**config.mk**
```make
export PLATFORM = sky130hd
export DESIGN_NAME = scan_chain_ctrl
export DESIGN_NICKNAME = d
export VERILOG_FILES = /design/src/rtl/scan_chain_ctrl.sv
export SDC_FILE = /design/constraint.sdc
export NUM_CORES = 1
export LEC_CHECK = 0
export BUFFER_PORTS_ARGS = -buffer_cell sky130_fd_sc_hd__buf_2
export CORE_UTILIZATION = 50
export CTS_BUF_LIST = sky130_fd_sc_hd__clkbuf_2
export DETAILED_ROUTE_END_ITERATION = 6
export PLACE_DENSITY = 0.83
export SLEW_MARGIN = 15
export SYNTH_ARGS = -nofsm -noshare
export SYNTH_HDL_FRONTEND = slang
export SYNTH_SLANG_ARGS = --single-unit
```
**constraint.sdc**
```tcl
create_clock -name CLK -period 2.35 [get_ports CLK]
set_input_delay 0.3525 -clock CLK [delete_from_list [all_inputs] [get_ports CLK]]
set_output_delay 0.3525 -clock CLK [all_outputs]
set_load 0.05 [all_outputs]
```
**src/rtl/scan_chain_ctrl.sv**
```systemverilog
// scan_chain_ctrl
// Sequences a load / optional capture / unload test on an external scan chain.
//
// Ports:
//   CLK        - clock; all state updates on the rising edge
//   RN         - asynchronous active-low reset
//   START      - test request, sampled only while idle
//   CAPTURE_EN - latched at START; 1 inserts a capture cycle, 0 runs a flush test
//   ABORT      - synchronous abort of a running sequence
//   PAT_IN     - pattern to load; bit i targets chain stage i (latched at START)
//   SO         - scan output of the last chain stage
//   SE         - registered scan enable to every chain flop
//   SI         - registered scan input to chain stage 0
//   BUSY       - high in every state except idle
//   DONE       - one-cycle completion pulse
//   RESP_OUT   - unloaded response; bit i = value held by stage i before unload
module scan_chain_ctrl #(
  parameter int CHAIN_LEN = 8,
  parameter int CNT_W     = 6
) (
  input  logic                 CLK,
  input  logic                 RN,
  input  logic                 START,
  input  logic                 CAPTURE_EN,
  input  logic                 ABORT,
  input  logic [CHAIN_LEN-1:0] PAT_IN,
  input  logic                 SO,
  output logic                 SE,
  output logic                 SI,
  output logic                 BUSY,
  output logic                 DONE,
  output logic [CHAIN_LEN-1:0] RESP_OUT
);

  localparam logic [2:0] S_IDLE    = 3'd0;
  localparam logic [2:0] S_LOAD    = 3'd1;
  localparam logic [2:0] S_CAPTURE = 3'd2;
  localparam logic [2:0] S_UNLOAD  = 3'd3;
  localparam logic [2:0] S_FINISH  = 3'd4;

  localparam logic [CNT_W-1:0] CNT_LAST = CNT_W'(CHAIN_LEN - 1);

  logic [2:0]           state_q, state_d;
  logic [CNT_W-1:0]     cnt_q,   cnt_d;
  logic [CHAIN_LEN-1:0] pat_q,   pat_d;
  logic                 cap_q,   cap_d;
  logic                 se_q,    se_d;
  logic                 si_q,    si_d;
  logic [CHAIN_LEN-1:0] resp_q,  resp_d;

  always_comb begin
    state_d = state_q;
    cnt_d   = cnt_q;
    pat_d   = pat_q;
    cap_d   = cap_q;
    resp_d  = resp_q;

    case (state_q)
      S_IDLE: begin
        // ABORT outranks a simultaneous START
        if (START && !ABORT) begin
          state_d = S_LOAD;
          cnt_d   = '0;
          pat_d   = PAT_IN;
          cap_d   = CAPTURE_EN;
        end
      end
      S_LOAD: begin
        if (ABORT) begin
          state_d = S_IDLE;
          cnt_d   = '0;
        end else if (cnt_q == CNT_LAST) begin
          state_d = cap_q ? S_CAPTURE : S_UNLOAD;
          cnt_d   = '0;
        end else begin
          cnt_d = cnt_q + CNT_W'(1);
        end
      end
      S_CAPTURE: begin
        state_d = ABORT ? S_IDLE : S_UNLOAD;
        cnt_d   = '0;
      end
      S_UNLOAD: begin
        if (ABORT) begin
          state_d = S_IDLE;
          cnt_d   = '0;
        end else begin
          // unload cycle k lands SO in bit CHAIN_LEN-1-k
          for (int unsigned i = 0; i < CHAIN_LEN; i++) begin
            if (CNT_W'(CHAIN_LEN - 1 - i) == cnt_q) resp_d[i] = SO;
          end
          if (cnt_q == CNT_LAST) begin
            state_d = S_FINISH;
            cnt_d   = '0;
          end else begin
            cnt_d = cnt_q + CNT_W'(1);
          end
        end
      end
      S_FINISH: begin
        state_d = S_IDLE;
        cnt_d   = '0;
      end
      default: begin
        state_d = S_IDLE;
        cnt_d   = '0;
      end
    endcase
  end

  // SE/SI are registered, so they are decoded from the upcoming state and
  // count: the value seen during load cycle k is PAT[CHAIN_LEN-1-k].
  always_comb begin
    se_d = (state_d == S_LOAD) || (state_d == S_UNLOAD);
    si_d = 1'b0;
    if (state_d == S_LOAD) begin
      for (int unsigned i = 0; i < CHAIN_LEN; i++) begin
        if (CNT_W'(CHAIN_LEN - 1 - i) == cnt_d) si_d = pat_d[i];
      end
    end
  end

  always_ff @(posedge CLK or negedge RN) begin
    if (!RN) begin
      state_q <= S_IDLE;
      cnt_q   <= '0;
      pat_q   <= '0;
      cap_q   <= 1'b0;
      se_q    <= 1'b0;
      si_q    <= 1'b0;
      resp_q  <= '0;
    end else begin
      state_q <= state_d;
      cnt_q   <= cnt_d;
      pat_q   <= pat_d;
      cap_q   <= cap_d;
      se_q    <= se_d;
      si_q    <= si_d;
      resp_q  <= resp_d;
    end
  end

  assign SE       = se_q;
  assign SI       = si_q;
  assign BUSY     = (state_q != S_IDLE);
  assign DONE     = (state_q == S_FINISH);
  assign RESP_OUT = resp_q;

endmodule

```
==> Word-level counts from Yosys, hierarchy flattened <==
Cells that the tools add are included.
Widths: inputs -> output; s select.
{ "word_totals": {"elab_cells": 77, "output_inout_bits": 12, "input_bits": 14, "reg_bits": 28} }
{ "op_classes": {"bitwise": 1, "reduce_logical": 17, "addsub": 1, "eq_ne": 21, "mux": 23} }
{ "ops": {"columns": ["op", "count"], "rows": [
  ["$eq 3x6->1 const A", 8],
  ["$eq 2x6->1 const A", 4],
  ["$reduce_and 3->1", 8],
  ["$mux 6", 3],
  ["$mux 8", 2],
  ["$mux 3", 5],
  ["$eq 1x6->1 const A", 2],
  ["$logic_not 6->1", 2],
  ["$pmux 3 s4", 1],
  ["$pmux 6 s2", 1],
  ["$mux 1", 10],
  ["$eq 3x2->1 const B", 3],
  ["$add 6x1->6 const B", 1],
  ["$eq 3x1->1 const B", 2],
  ["$eq 6x3->1 const B", 1],
  ["$eq 3x3->1 const B", 1],
  ["$logic_not 3->1", 1],
  ["$reduce_bool 3->1", 1],
  ["$mux 2", 1],
  ["$reduce_and 2->1", 1],
  ["$reduce_or 2->1", 1],
  ["$logic_and 1x1->1", 1],
  ["$logic_not 1->1", 1],
  ["$logic_or 1x1->1", 1],
  ["$not 1->1", 1]
]} }

==> Depth between registers and ports, before layout <==
{ "logic_depth": {"ltp_word": 14, "depth_mapped": 8, "depth_no_buf": 6} }

==> Least setup slack after synthesis <==
No wires, ideal clock.
{ "synth_timing": {"path_type": "register to output", "from": "register state_q[1]", "to": "output DONE", "path_stages_with_launch": 3, "required_time_ps": 1997, "t_arrival_ps": 1660, "setup_slack_ps": 338, "n_path_buf": 1, "path_cell_list": "dfrtp_1 -> buf_2 -> nor3b_1"} }
{ "synth_between": {"elab_chain_len": 1} }
{ "synth_lines": {"columns": ["item", "line", "text"], "rows": [
  ["start, declared", "43", "logic [2:0] state_q, state_d;"],
  ["start signal, assigned", "133", "state_q <= state_d;"],
  ["$eq 3x3->1", "146", "assign DONE = (state_q == S_FINISH);"],
  ["end, declared", "31", "output logic DONE,"]
]} }
Every way passes these cells.

==> Final worst setup path <==
{ "layout_timing": {"from": "register state_q[2]", "to": "register si_q (netlist: SI)"} }
{ "layout_between": {"elab_chain_len": 13, "word_cells_on_any_way": 31, "classes_between": "eq/ne: 11; mux: 17; reduce/logical: 3"} }
{ "layout_lines": {"columns": ["item", "line", "text"], "rows": [
  ["$eq 3x2->1 or $eq 3x1->1 (tied branches)", "58", "case (state_q)"],
  ["$reduce_or 2->1 (no line)", null, null],
  ["$pmux 6 s2", "58", null],
  ["$eq 3x6->1", "118", "if (CNT_W'(CHAIN_LEN - 1 - i) == cnt_d) si_d = pat_d[i];"],
  ["$mux 1 (8 in series)", "118", null],
  ["$mux 1 *", "116", "if (state_d == S_LOAD) begin"],
  ["named net si_d", "48", "logic si_q, si_d;"],
  ["end signal, assigned", "138", "si_q <= si_d;"],
  ["end, declared", "48", null]
]} }
Mark *: on every way through the listed nets, which the timed path passes. The rest lies on a longest branch.
A chain may end at the register's enable or synchronous reset.

==> flow_metrics.env <==
export IMPL_clk_latency_ns=0.34
export IMPL_synth_simple_area_share=0.192
export IMPL_holdPathStages=2
export IMPL_hold_viol_final=0
export IMPL_synth_edf_count=0
export IMPL_period_needed_ns=2.10
export IMPL_gr_total_overflow=0
export IMPL_syn_to_final_growth_pct=13.9
export IMPL_drc_errors=0
export IMPL_cts_buffers=3
export IMPL_fp_dieArea_um2=2940
export IMPL_vdd_drop_max_mv=0.574
export IMPL_startpoint_type="register"
export IMPL_synth_area_um2=1370
export IMPL_clockBufferDepth=2
export IMPL_num_vias=1007
export IMPL_drt_total_wl_mm=2.67
export IMPL_cts_sinks=28
export IMPL_hold_start="CAPTURE_EN"
export IMPL_ioPinCount=26
export IMPL_synthXorXnorAreaFrac=0.0128
export IMPL_synth_compound_area_frac=0.0587
export IMPL_h_tree_depth=1
export IMPL_place_area_um2=1530
export IMPL_fin_skew_ns=0.00409
export IMPL_ys_seq_area_frac=0.513
export IMPL_initial_core_util=0.541
export IMPL_final_nets=164
export IMPL_status="completed"
export IMPL_drt_iter0_markers=13
export IMPL_synth_flop_cell="dfrtp_1"
export IMPL_place_gp_congestion=0.942
export IMPL_design_area_um2=1560
export IMPL_cap_violations=0
export IMPL_cp_end_kind="register"
export IMPL_ys_seq_elements=28
export IMPL_worstPathArrival_ns=2.38
export IMPL_num_antenna_cells=0
export IMPL_fillCellCount=201
export IMPL_grt_pass1_wl_mm=4.32
export IMPL_rsz0062_at_grt="no"
export IMPL_synth_cells=115
export IMPL_ys_warn_count=0
export IMPL_p_per_area_nw_per_um2=567
export IMPL_synthAdderAreaFrac=0.0367
export IMPL_post_cts_repair_setup_buffers=0
export IMPL_viasPerCell=5.75
export IMPL_setup_violations_final=0
export IMPL_r2r_end="SI"
export IMPL_core_area_um2=2520
export IMPL_multi_input_area_um2=641
export IMPL_dp_hpwl_mm=2.08
export IMPL_grt_usage=0.211
export IMPL_rrSetupSlack_ns=0.25
export IMPL_maxSlewViolCount=0
export IMPL_die_h_um=54.3
export IMPL_async_flop_share=1.00
export IMPL_hp_class="primary input to register"
export IMPL_path_cells="or3_4 > nor2_2 > a211o_1 > mux2i_1 > o22ai_1 > o211a_1"
export IMPL_preCtsSetupSlack_ns=0.254
export IMPL_p_leak_nw=0.755
export IMPL_grt_max_degree=29
export IMPL_r2r_cells=6
export IMPL_fmax_mhz=475
export IMPL_synth_nets=133
export IMPL_cts_resized_gates=0
export IMPL_worst_pin_slew_ns=0.602
export IMPL_antenna_found_initial=0
export IMPL_holdWs_ns=0.217
export IMPL_synth_top_family_by_area="simple AND/OR/NAND/NOR gates"
export IMPL_rows=18
export IMPL_register_area_um2=701
export IMPL_first_pass_iters=4
export IMPL_cts_root_buf="clkbuf_2"
export IMPL_fin_ws_ns=0.245
export IMPL_path_clk_slew_ns=0.23
export IMPL_grt_pass1_vias=1022
export IMPL_drive_gt1_frac=0.379
export IMPL_critPathRequiredTime_ns=2.62
export IMPL_cts_tree="yes"
export IMPL_tns_ns=0
export IMPL_max_stage_delay_ns=0.52
export IMPL_ant_nets=0
export IMPL_slew_limit_headroom=0.599
export IMPL_path_class="register to register"
export IMPL_syn_area_per_cell_um2=11.9
export IMPL_finalCritPeriodShare=0.896
export IMPL_synth_mux_area_frac=0.170
export IMPL_synth_cell_types=30
export IMPL_r2r_start="state_q[2]"
export IMPL_die_w_um=54.3
export IMPL_wire_per_inst_um=15.3
export IMPL_io_buffers=25
export IMPL_path_max_fanout=8
export IMPL_slowest_stage="dfrtp_1"
export IMPL_hold_end="cap_q"
layout by cell type, fill, tap and decap left out, types with 2 or more instances in the layout:
cell and count:
and3_1 2, buf_2 25, buf_4 2, clkbuf_2 3, dfrtp_1 28, ha_1 4
inv_1 2, mux2_2 17, mux2i_1 4, nand2_1 4, nand2b_1 2, nand3_1 10
nand4_1 2, nor2_1 4, nor2_2 2, nor2b_1 3, nor3_1 5, nor3b_1 2
nor3b_2 2, nor4_1 3, o21ai_0 5, o22ai_1 2, xor2_1 2
cell families after synthesis:
group,count (synthesis)
simple gates,44
flops,28
mux,21
compound gates,12
buf+inv,4
fa+ha+maj,4
xor+xnor,2
worst max-delay path, delay by kind of cell (launching register included):
family,cells,cell delay (ns)
and+or+nand+nor,2,0.66
AOI/OAI and AO/OA,3,0.63
DFF,1,0.52
muxes,1,0.24
repair_timing:
item / in CTS / in global routing
hold buffers: 1 / 0
endpoints found under the setup margin: 0 / 0
endpoints found under the hold margin: 28 / 0
per-stage QoR:
step | util | total power [mW] | instances
2_1_floorplan | - | 0.663 | 115
3_3_place_gp | 0.605 | 0.711 | 170
3_5_place_dp | 0.605 | 0.723 | 170
4_1_cts | 0.617 | 0.892 | 175
5_1_grt | 0.617 | 0.927 | 175
6_report | 0.617 | 0.881 | 175
final cells by class:
cell class | count | share of cell area
sequential | 28 | 0.451
multi-input combinational | 83 | 0.412
timing repair buffer | 28 | 0.0965
tap | 30 | 0.0241
clock buffer | 3 | 0.00965
inverter | 2 | 0.00483
clock inverter | 1 | 0.00241
routing by layer:
metal  share of wire  GRT usage  wire (um)  vias to the layer above
met3           0.037     0.0500         99                       10
li1                -          -          -                      476
met5               0          0          0                        -
met2            0.53      0.352       1420                       22
met1            0.40      0.236       1070                      499
met4           0.029      0.145         78                        0
how the worst max path moves through the flow:
| stage | cells after the start | slack, ns | start | end |
|---|---|---|---|---|
| global route | 6 | 0.12 | state_q[2] | SI |
| CTS | 6 | 0.24 | state_q[2] | SI |
| finish | 6 | 0.25 | state_q[2] | SI |
| floorplan | 2 | 0.34 | state_q[1] | DONE |
| global placement | 7 | 0.38 | ABORT | SI |
| detailed placement | 7 | 0.25 | ABORT | SI |
power breakdown:
group          total (mW)  internal, mW  switching, mW
sequential          0.542         0.523         0.0185
clock               0.168        0.0370          0.131
combinational       0.172        0.0751         0.0964
total               0.881         0.635          0.246
flip-flops by register name (all words and copies together), names as in the netlist:
signal,cells
state_q,3
cap_q,1
pat_q,8
cnt_q,6
SE,1
SI,1
RESP_OUT,8
Yosys cell counts (2+ instances only):
master / instances / area, um^2
o21ai_0: 5 / 25.0
inv_1: 2 / 7.51
nor3_1: 5 / 25.0
nor3b_2: 2 / 25.0
nor4_1: 3 / 18.8
ha_1: 4 / 50.1
mux2_2: 17 / 191
nor2b_1: 3 / 18.8
mux2i_1: 4 / 40.0
and3_1: 2 / 12.5
nand4_1: 2 / 12.5
nand3_1: 10 / 50.1
nand2b_1: 2 / 12.5
nor2_2: 2 / 12.5
nor2_1: 4 / 15.0
nand2_1: 4 / 15.0
xor2_1: 2 / 17.5
nor3b_1: 2 / 15.0
o22ai_1: 2 / 12.5
dfrtp_1: 28 / 701
No activity file was read; power rests on OpenSTA's default activity.
